[config.mk]
export PLATFORM = sky130hd
export DESIGN_NAME = mixer_ndac
export DESIGN_NICKNAME = d
export VERILOG_FILES = /design/src/rtl/mixer_pkg.sv /design/src/rtl/mixer_ndac_sd.sv /design/src/rtl/mixer_ndac.sv
export SDC_FILE = /design/constraint.sdc
export NUM_CORES = 1
export LEC_CHECK = 0
export CELL_PAD_IN_SITES_DETAIL_PLACEMENT = 1
export CELL_PAD_IN_SITES_GLOBAL_PLACEMENT = 2
export CORE_MARGIN = 4
export CORE_UTILIZATION = 26
export DETAILED_ROUTE_END_ITERATION = 12
export PLACE_DENSITY = 0.69
export SYNTH_ARGS = -nofsm -noshare
export SYNTH_HDL_FRONTEND = slang
export SYNTH_SLANG_ARGS = --single-unit
[constraint.sdc]
create_clock -name clk -period 10.37 [get_ports clk]
set_clock_uncertainty 0.2 [all_clocks]
set_input_delay 2.074 -clock clk [delete_from_list [all_inputs] [get_ports clk]]
set_output_delay 2.074 -clock clk [all_outputs]
set_load 0.02 [all_outputs]
[src/rtl/mixer_pkg.sv]
// Shared constants and width helpers for the N-channel sound mixer.
package mixer_pkg;

  localparam logic [7:0] OFS_CHSEL = 8'd0;
  localparam logic [7:0] OFS_VOL   = 8'd1;
  localparam logic [7:0] OFS_MUTE  = 8'd2;

  function automatic int clog2(input int n);
    int r;
    int v;
    r = 0;
    v = n - 1;
    while (v > 0) begin
      r++;
      v = v >> 1;
    end
    return r;
  endfunction

  function automatic int prod_w(input int in_w, input int vol_w);
    return in_w + vol_w;
  endfunction

  // Wide enough for NUM_CH full-scale products, so the frame sum never wraps.
  function automatic int sum_w(input int in_w, input int vol_w, input int n);
    return in_w + vol_w + clog2(n);
  endfunction

endpackage

[src/rtl/mixer_ndac_sd.sv]
// First-order sigma-delta modulator: the carry of a running sum is the bitstream.
module sigma_delta_dac #(
  parameter int SW = 14
) (
  input  logic          clk,
  input  logic          reset,
  input  logic [SW-1:0] sample,
  output logic          audio_out
);

  logic [SW-1:0] sd_acc;
  logic [SW:0]   sum;

  assign sum = {1'b0, sd_acc} + {1'b0, sample};

  always_ff @(posedge clk) begin
    if (reset) begin
      sd_acc    <= '0;
      audio_out <= 1'b0;
    end else begin
      sd_acc    <= sum[SW-1:0];
      audio_out <= sum[SW];
    end
  end

endmodule

[src/rtl/mixer_ndac.sv]
// N-channel time-multiplexed mixer with per-channel volume and a 1-bit DAC.
// Optional mute mask register at REG_BASE+2 is built when MIXER_MUTE_EN is defined.
module mixer_ndac
  import mixer_pkg::*;
#(
  parameter int         NUM_CH   = 4,
  parameter int         IN_W     = 8,
  parameter int         VOL_W    = 4,
  parameter logic [7:0] REG_BASE = 8'hF8
) (
  input  logic                   clk,
  input  logic                   reset,
  input  logic [7:0]             zxuno_addr,
  input  logic                   zxuno_regrd,
  input  logic                   zxuno_regwr,
  input  logic [7:0]             din,
  output logic [7:0]             dout,
  output logic                   oe_n,
  input  logic [NUM_CH*IN_W-1:0] ch_in,
  output logic                   sample_strobe,
  output logic                   audio_out
);

  localparam int CW = clog2(NUM_CH);
  localparam int PW = prod_w(IN_W, VOL_W);
  localparam int SW = sum_w(IN_W, VOL_W, NUM_CH);

  localparam logic [7:0]    A_CHSEL = REG_BASE + OFS_CHSEL;
  localparam logic [7:0]    A_VOL   = REG_BASE + OFS_VOL;
  localparam logic [7:0]    A_MUTE  = REG_BASE + OFS_MUTE;
  localparam logic [CW-1:0] LAST    = CW'(NUM_CH - 1);
  localparam logic [4:0]    NCH5    = 5'(NUM_CH);

  logic [3:0]                   chsel;
  logic [NUM_CH-1:0][VOL_W-1:0] vol;
  logic [NUM_CH-1:0][IN_W-1:0]  ch_arr;
  logic [VOL_W-1:0]             vol_rd;
  logic                         chsel_ok;
  logic                         wr_chsel, wr_vol;
  logic                         unused_din;

  logic [CW-1:0]                slot;
  logic [PW-1:0]                prod;
  logic [SW-1:0]                acc, acc_next, sample;
  logic [1:0]                   vld_pipe;

  assign ch_arr     = ch_in;
  assign chsel_ok   = {1'b0, chsel} < NCH5;
  assign wr_chsel   = zxuno_regwr && (zxuno_addr == A_CHSEL);
  assign wr_vol     = zxuno_regwr && (zxuno_addr == A_VOL) && chsel_ok;
  assign unused_din = ^din;

`ifdef MIXER_MUTE_EN
  logic [NUM_CH-1:0] mute;
  logic              wr_mute;

  assign wr_mute = zxuno_regwr && (zxuno_addr == A_MUTE);

  always_ff @(posedge clk) begin
    if (reset)        mute <= '0;
    else if (wr_mute) mute <= NUM_CH'(din);
  end
`endif

  // Register bank
  always_ff @(posedge clk) begin
    if (reset) begin
      chsel <= '0;
      vol   <= '1;
    end else begin
      if (wr_chsel) chsel <= din[3:0];
      for (int k = 0; k < NUM_CH; k++)
        if (wr_vol && chsel == 4'(k)) vol[k] <= din[VOL_W-1:0];
    end
  end

  always_comb begin
    vol_rd = '0;
    for (int k = 0; k < NUM_CH; k++)
      if (chsel == 4'(k)) vol_rd = vol[k];
  end

  // Reads see the registers before any same-cycle write lands.
  always_comb begin
    dout = '0;
    oe_n = 1'b1;
    if (zxuno_regrd) begin
      case (zxuno_addr)
        A_CHSEL: begin dout = {4'b0, chsel}; oe_n = 1'b0; end
        A_VOL:   begin dout = 8'(vol_rd);    oe_n = 1'b0; end
`ifdef MIXER_MUTE_EN
        A_MUTE:  begin dout = 8'(mute);      oe_n = 1'b0; end
`endif
        default: ;
      endcase
    end
  end

  // Sequencer: one channel multiply-accumulate per clock
  always_comb begin
    prod = PW'(ch_arr[slot]) * PW'(vol[slot]);
`ifdef MIXER_MUTE_EN
    if (mute[slot]) prod = '0;
`endif
    acc_next = acc + SW'(prod);
  end

  always_ff @(posedge clk) begin
    if (reset) begin
      slot     <= '0;
      acc      <= '0;
      sample   <= '0;
      vld_pipe <= '0;
    end else begin
      vld_pipe <= {vld_pipe[0], slot == LAST};
      if (slot == LAST) begin
        slot   <= '0;
        sample <= acc_next;
        acc    <= '0;
      end else begin
        slot <= slot + CW'(1);
        acc  <= acc_next;
      end
    end
  end

  // Strobe trails the sample latch by one cycle so the sample is settled when seen.
  assign sample_strobe = vld_pipe[1];

  sigma_delta_dac #(.SW(SW)) u_sd (
    .clk       (clk),
    .reset     (reset),
    .sample    (sample),
    .audio_out (audio_out)
  );

endmodule

# Word level (Yosys, flattened, before mapping)
# Index checks and enable logic that the tools add are counted.
[word_totals]
reg_bits = 67
in_bits = 52
elab_cells = 45
[op_classes]
addsub = 3
multipliers = 1
magnitude_cmp = 2
eq_ne = 6
mux = 12
reduce_logical = 10
[op_table]
columns = ["op", "n"]
rows = [
  ["two-way mux 4 bit", 6],
  ["binary-select mux 8 bit (select 2 bit)", 1],
  ["== test 8 bit, second input constant", 2],
  ["adder 14 x 14 -> 15 bit", 1],
  ["adder 14 x 12 -> 14 bit", 1],
  ["multiplier 8 x 4 -> 12 bit", 1],
  ["binary-select mux 4 bit (select 2 bit)", 1],
  ["== test 4 x 2 -> 1 bit, second input constant", 2],
  ["two-way mux 8 bit", 1],
  ["one-hot mux 4 bit (2 select lines)", 1],
  ["logical AND 1 bit", 7],
  ["== test 4 x 1 -> 1 bit, second input constant", 1],
  ["logical NOT 4 bit", 1],
  ["less-than comparator 4 x 3 -> 1 bit, second input constant", 1],
  ["OR reduction 2 bit", 2],
  ["less-than comparator 2 x 3 -> 1 bit, second input constant", 1],
  ["adder 2 x 1 -> 2 bit, second input constant", 1],
  ["== test 2 bit, second input constant", 1],
  ["two-way mux 1 bit", 2],
]

# Longest topological paths before layout
# Gate-level depths: netlist of run 1.
[depth]
ltp_word = 7
ltp_mapped = 15
mapped_depth_nobuf = 14

# Hierarchy
# From an unflattened synthesis of run 1, not the netlist that was laid out.
[unflattened]
hier_cells = 488
area_unflattened_um2 = 4595.7
[modules_own_cells]
columns = ["mod", "instances", "cells_each", "area_per_inst_um2"]
rows = [
  ["mixer_ndac", 1, 387, 3681.0],
  ["sigma_delta_dac", 1, 101, 914.6],
]

# Least setup slack after synthesis of run 1
# Ideal clock, no wire load.
[synth_timing]
kind = "input-to-reg"
from = "in ch_in[26]"
to = "reg sample[13]"
setup_ns = 0.117
arrival_ns = 5.783
required_ns = 10.053
setup_slack_ns = 4.270
cell_stages = 13
cell_sequence = "mux4_2 and2_1 fa_1 fa_1 inv_1 fa_1 inv_1 ha_1 a211oi_1 o21a_1 nor3_1 or3_1 a32o_1"
[synth_between]
elab_chain_len = 4
[synth_rtl]
columns = ["item", "line", "rtl"]
rows = [
  ["from (decl)", "mixer_ndac.sv:19", "input logic [NUM_CH*IN_W-1:0] ch_in,"],
  ["binary-select mux 8 bit (select 2 bit)", "mixer_ndac.sv:101", "prod = PW'(ch_arr[slot]) * PW'(vol[slot]);"],
  ["two-way mux 8 bit (implied by the code)", "mixer_ndac.sv:101", ""],
  ["multiplier 8 x 4 -> 12 bit", "mixer_ndac.sv:101", ""],
  ["adder 14 x 12 -> 14 bit", "mixer_ndac.sv:105", "acc_next = acc + SW'(prod);"],
  ["to (signal assigned)", "mixer_ndac.sv:118", "sample <= acc_next;"],
  ["to (decl)", "mixer_ndac.sv:44", "logic [SW-1:0] acc, acc_next, sample;"],
]
# Every way passes these cells. The select of a mux whose other input is x is not followed.
# A chain may end at the register's enable or synchronous reset.

# Worst setup path after layout of run 1
# Ends and elaborated chain as after synthesis.

==> metrics.txt, run 1 <==
post-cts sizing count=0; Setup TNS Final=0 ns; slowest CP cell=fa_1; total number of vias=3,789; sequential area share after synthesis=0.2811; Die Span X=143.5 microns; Total Wirelength=11.84 mm; top cells by area, synth=dfxtp_1, ha_1, fa_1; Setup Viol. Count Final=0; syn avg cell area=9.228 sq um; Pwr Density=286.9 nW/um^2; ys flop type=dfxtp_1; Area Overhead vs Synth=22.00%; Hold/Removal Path Class=reg2reg; Power Total=0.001670 W; Die H=143.5 microns; RSZ-0062 raised after global routing=false; most common library cells after synthesis=dfxtp_1, inv_1, ha_1, nor2_1, nand2_1; Wirelength per Cell=14.85 microns; CTS hold repair buffers=0; Via density=4.754; Buf/Inv on CP=3; setup repair bufs after CTS=0; Crit path arrival time=6.48 ns; largest net degree at the start of global routing=41; area of the multi-input gates=3129 sq um; Routed Antenna Nets=0; global-route wire length before repair=19.46 mm; I/O Pins=63; #FFs+latches synth=67; clk slew on worst S/H paths=0.06 ns; final hold violation count=0; cts bufs inserted=9; largest area contributor in the netlist=dfxtp_1; ratio of cells with drive above 1 in the final layout=0.07218; outcome=complete, no violations; Leak=2.362 nW; Worst setup EP type=register; Crit Path Max Fanout=7; critical path class=in2reg; max incr delay on CP=0.55 ns; worst-path cell chain=clkdlybuf4s50_1, mux4_2, and2_1, fa_1, fa_1, inv_1, fa_1, inv_1, ha_1, a211oi_1, o21a_1, nor3_1, or3_1, a32o_1; Ys Warns=0; worst-case clock buffer depth=2; Tot GR Track Use=0.1184; buffers added on ports=54; initial DRC count=164; worst slew pin tran=0.8748 ns; drt drc=0; Mapped Area=4771 sq um; CTS tree=yes; CP required=10.40 ns; Antenna diodes=0; top-area cell type share of the netlist area=0.2811; clock sink count=67; FF/Latch Area=1341 sq um; most frequent cell after synthesis=dfxtp_1; slew margin rel.=0.4160; Gate Count Post-Synth=517; post-layout min period=6.447 ns; max-slew violation count=0; VDD IR-drop max=0.0001068 V; Die Area=20,580 sq um; Core Region=18,020 sq um; Filler Cells Inserted=2,082; DP Worst Slack=3.583 ns; fmax=0.1551 GHz; initial core utilization=0.2647; clk root buf=clkbuf_16; dpl hpwl=9.357 mm; crit start category=primary input; max-cap viol count=0; count of standard-cell rows=49; DR pass1 iterations=4; GP Congestion=0.7881; Skew-Pair Late Insertion Delay=0.33 ns; final-stage net count=674; H-tree lvl count=3; Post-synth ARST share=0; setup ws final=3.923 ns; vias in the first global route=3,984; crit-path most repeated cell=fa_1; Synth cell types=61; Tcrit/Tclk final=0.6217; total grt overflow=0; EDFF count, synth=0; CP top delay family=adder cells; initial antenna violation count=0
-- worst reg2reg max path, stage by stage, from the launching register on --
cell	delay, ns
dfxtp_1	0.89
mux4_2	0.72
and2_1	0.21
fa_1	0.51
fa_1	0.55
inv_1	0.05
fa_1	0.50
inv_1	0.05
ha_1	0.37
a211oi_1	0.30
o21a_1	0.24
nor3_1	0.09
or3_1	0.37
a32o_1	0.26
-- registers in the layout, indices dropped and copies added, names as in the netlist --
register        flops
sample             14
slot                2
vld_pipe            2
vol                16
chsel               4
u_sd.sd_acc        14
u_sd.audio_out      1
acc                14
-- per-layer routing --
metal / part of all wire / global-route usage / vias to the layer above
li1: - / - / 1889
met1: 0.47 / 0.1485 / 1841
met2: 0.47 / 0.2006 / 49
met3: 0.040 / 0.02629 / 10
met4: 0.014 / 0.04163 / 0
met5: 0 / 0 / -
-- power by group --
group	internal, W	leakage [nW]	switching [W]
combinational	0.000393	1.65	0.000611
clock	0.000222	0.165	0.000115
sequential	0.000306	0.546	0.0000216
total	0.000921	2.36	0.000749
-- layout by cell type, fill, tap and decap left out, types with 5 or more instances in the layout --
cell type / netlist / layout
and2_1: 34 / 34
ha_1: 37 / 37
a211oi_1: 8 / 8
nor3_1: 15 / 15
nand3_1: 15 / 15
mux2i_1: 21 / 21
inv_1: 49 / 49
o21a_1: 5 / 5
a21o_1: 7 / 7
clkbuf_16: 0 / 9
xor2_1: 6 / 6
a21oi_1: 20 / 20
dfxtp_1: 67 / 67
nand2b_1: 5 / 5
clkdlybuf4s50_1: 0 / 54
nor2b_1: 12 / 12
nand2_1: 36 / 36
mux4_2: 16 / 16
o21ai_0: 22 / 22
nor2_1: 37 / 37
and3_1: 5 / 5
fa_1: 22 / 22
-- path summary, 6_finish.rpt --
kind | from | cells past startpoint | slack [ns] | to
setup / recovery | ch_in[26] | 14 | 3.92 | sample[13]
hold / removal | vld_pipe[0] | 1 | 0.25 | vld_pipe[1]
setup reg to reg | slot[0] | 13 | 4.96 | sample[13]
hold reg to reg | vld_pipe[0] | 1 | 0.25 | vld_pipe[1]
-- final cells by class --
type                            instances  area share
Clock inverter                          5     0.01290
Timing Repair Buffer                   55     0.09415
Clock buffer                           11     0.04342
Inverter                               50     0.03224
Sequential cell                        67      0.2304
Multi-Input combinational cell        380      0.5376
Tap cell                              229     0.04923
-- through the flow --
stage | instance area, sq um | instances | hold WS (ns) | utilization
2_1_floorplan | 4782 | 520 | 0.2138 | -
3_3_place_gp | 5493 | 781 | 0.2251 | 0.3047
3_5_place_dp | 5493 | 781 | 0.2389 | 0.3047
4_1_cts | 5821 | 797 | 0.2619 | 0.3229
5_1_grt | 5821 | 797 | 0.2806 | 0.3229
6_report | 5821 | 797 | 0.2510 | 0.3229
-- cell families (layout without fill, tap and decap cells) --
family | after synthesis | after routing | synth area share
and+or+nand+nor | 183 | 183 | 0.2053
xor gates and xnor gates | 9 | 9 | 0.01652
muxes | 39 | 39 | 0.1243
adders and majority gates | 59 | 59 | 0.1894
other | 1 | 4 | 0.0007860
AOI/OAI and AO/OA | 86 | 86 | 0.1172
DFF | 67 | 67 | 0.2811
buffers and inverters | 73 | 121 | 0.06530
Power figures use the tool's default switching activity.
==> run 2: changes to the inputs <==
==> constraint.sdc (replaced) <==
create_clock -name clk -period 6 [get_ports clk]
set_clock_uncertainty 0.2 [all_clocks]
set_input_delay 1.2 -clock clk [delete_from_list [all_inputs] [get_ports clk]]
set_output_delay 1.2 -clock clk [all_outputs]
set_load 0.02 [all_outputs]
==> metrics.txt, run 2 (synthesis gave the netlist of run 1 again) <==
outcome=complete, no violations; Setup TNS Final=0 ns (unchanged); drt drc=0 (unchanged); total grt overflow=0 (unchanged); Tot GR Track Use=0.1183 (-0.0001270); CTS hold repair buffers=0 (unchanged); CTS tree=yes; Die Span X=143.5 microns (unchanged); max-slew violation count=0 (unchanged); Total Wirelength=11.66 mm (-1.5%); max incr delay on CP=0.55 ns (about the same); most common cell after layout, fill and taps aside=dfxtp_1; clk slew on worst S/H paths=0.06 ns (about the same); max-cap viol count=0 (unchanged); Core Region=18,020 sq um (unchanged); Final Cell Area=5843 sq um (+0.39%); post-layout min period=5.504 ns; met3 global-route usage=0.02829 (+0.001997); Hold/Removal Path Class=reg2reg; final-stage net count=677 (+0.45%); setup ws final=0.4962 ns (-3.427 ns); clk root buf=clkbuf_16; Wirelength per Cell=14.57 microns (-1.9%); final hold violation count=0 (unchanged); largest net degree at the start of global routing=40 (-2.4%); Die H=143.5 microns (unchanged); CP required=6.04 ns (-4.36 ns); Via density=4.661 (-2.0%); Hold Path Sink=vld_pipe[1]; Global Route met2 Usage=0.1962 (-0.004430); VDD IR-drop max=0.0001858 V (+74%); Leak=2.367 nW (+0.20%); max reg flops=16 (unchanged); R2R Path Start=slot[0]; ratio of cells with drive above 1 in the final layout=0.07706 (+0.004875); hold path depth=1 (unchanged); dpl hpwl=9.406 mm (+0.53%); DP Worst Slack=0.1494 ns (-3.434 ns); initial core utilization=0.2647 (unchanged); setup repair bufs after CTS=0 (unchanged); Worst setup EP type=register; Skew-Pair Late Insertion Delay=0.34 ns (about the same); global-route wire length before repair=19.57 mm (+0.57%); buffers added on ports=54 (unchanged); slew margin rel.=0.5026 (+0.08658); leading cell types in the layout, fill and taps excluded=dfxtp_1, clkdlybuf4s50_1, inv_1; Routed Antenna Nets=0 (unchanged); reg2reg end=sample[13]; GR Layer Usage met1=0.1509 (+0.002442); Tcrit/Tclk final=0.9173; Area Overhead vs Synth=22.48%; worst slew pin tran=0.7434 ns (-0.1314 ns); slowest CP cell=fa_1; minimum hold slack=0.2506 ns (-0.0004680 ns); Top reg by flops=vol; cts bufs inserted=9 (unchanged); GP Congestion=0.8021 (+1.8%); grt peak-use layer=met2; DP Area=5515 sq um (+0.41%); I/O Pins=63 (unchanged); Crit path arrival time=5.54 ns (-0.94 ns); critical path class=in2reg; post-cts sizing count=0 (unchanged); Pwr Density=498.5 nW/um^2 (+74%); fmax=0.1817 GHz; R2R depth=14 (+1); crit start category=primary input; RSZ-0062 raised after global routing=false; r2r setup slk=0.86 ns (-4.10 ns); Crit Path Max Fanout=4 (-3); clock sink count=67 (unchanged); worst-path cell chain=clkdlybuf4s50_1, mux4_2, and2_1, fa_1, fa_1, inv_1, fa_1, inv_1, ha_1, a211oi_1, o21a_1, nor3_1, or3_1, a32o_1; H-tree lvl count=3 (unchanged); Antenna diodes=0 (unchanged); initial antenna violation count=0 (unchanged); initial DRC count=103 (-37%); crit-path most repeated cell=fa_1; Setup Viol. Count Final=0 (unchanged); worst-case clock buffer depth=2 (unchanged); Die Area=20,580 sq um (unchanged); vias in the first global route=4,025 (+1.0%); total number of vias=3,729 (-1.6%); count of standard-cell rows=49 (unchanged); critical hold path startpoint=vld_pipe[0]; DR pass1 iterations=4 (unchanged)
## run 2: cell count changes in the layout (fill, tap and decap cells not counted)
cell,before,now
clkbuf_8,2,1
clkinv_4,0,1
buf_4,1,4
clkinv_2,3,1
clkinvlp_4,0,2
## run 2: through the flow
step	instances	power, W	utilization
3_3_place_gp	784	0.002312	0.3060
3_5_place_dp	784	0.002346	0.3060
6_report	800	0.002913	0.3242
2_1_floorplan	520	0.001906	-
5_1_grt	800	0.003219	0.3242
4_1_cts	800	0.002953	0.3242
## run 2: report_power, final
group / total, W / switching (W) / internal (W)
Sequential: 0.000564 / 0.0000354 / 0.000528
Combinational: 0.00177 / 0.00106 / 0.000713
Clock: 0.000579 / 0.000204 / 0.000375
## run 2: worst max-delay path by stage
stage / from / end / slack [ns] / cells past startpoint
after detailed placement: ch_in[26] / sample[13] / 0.15 / 14
after global placement: ch_in[26] / sample[13] / 0.18 / 14
after CTS: ch_in[26] / sample[13] / 0.48 / 14
final: ch_in[26] / sample[13] / 0.50 / 14
after floorplan: ch_in[26] / sample[13] / 0.77 / 13
after global routing: ch_in[18] / sample[13] / 0.27 / 15
## run 2: layer usage
layer / part of all wire / up-vias
met4: 0.015 / 0
met3: 0.040 / 14
met5: 0 / -
li1: - / 1890
met2: 0.47 / 55
met1: 0.47 / 1770
## run 2: critical path: cells and delay by family
family | cells | cell delay, ns
adders and majority gates | 4 | 1.89
AOI/OAI and AO/OA | 3 | 0.76
and+or+nand+nor | 3 | 0.67
muxes | 1 | 0.52
buffers and inverters | 3 | 0.50
## run 2: layout make-up
class | instances | area (sq um)
timing repair buffer | 58 | 570.5
sequential | 67 | 1341
tap | 229 | 286.5
inverter | 50 | 187.7
multi-input combinational | 380 | 3129
fill | 2053 | 12180
clock buffer | 10 | 239.0
clock inverter | 6 | 88.84
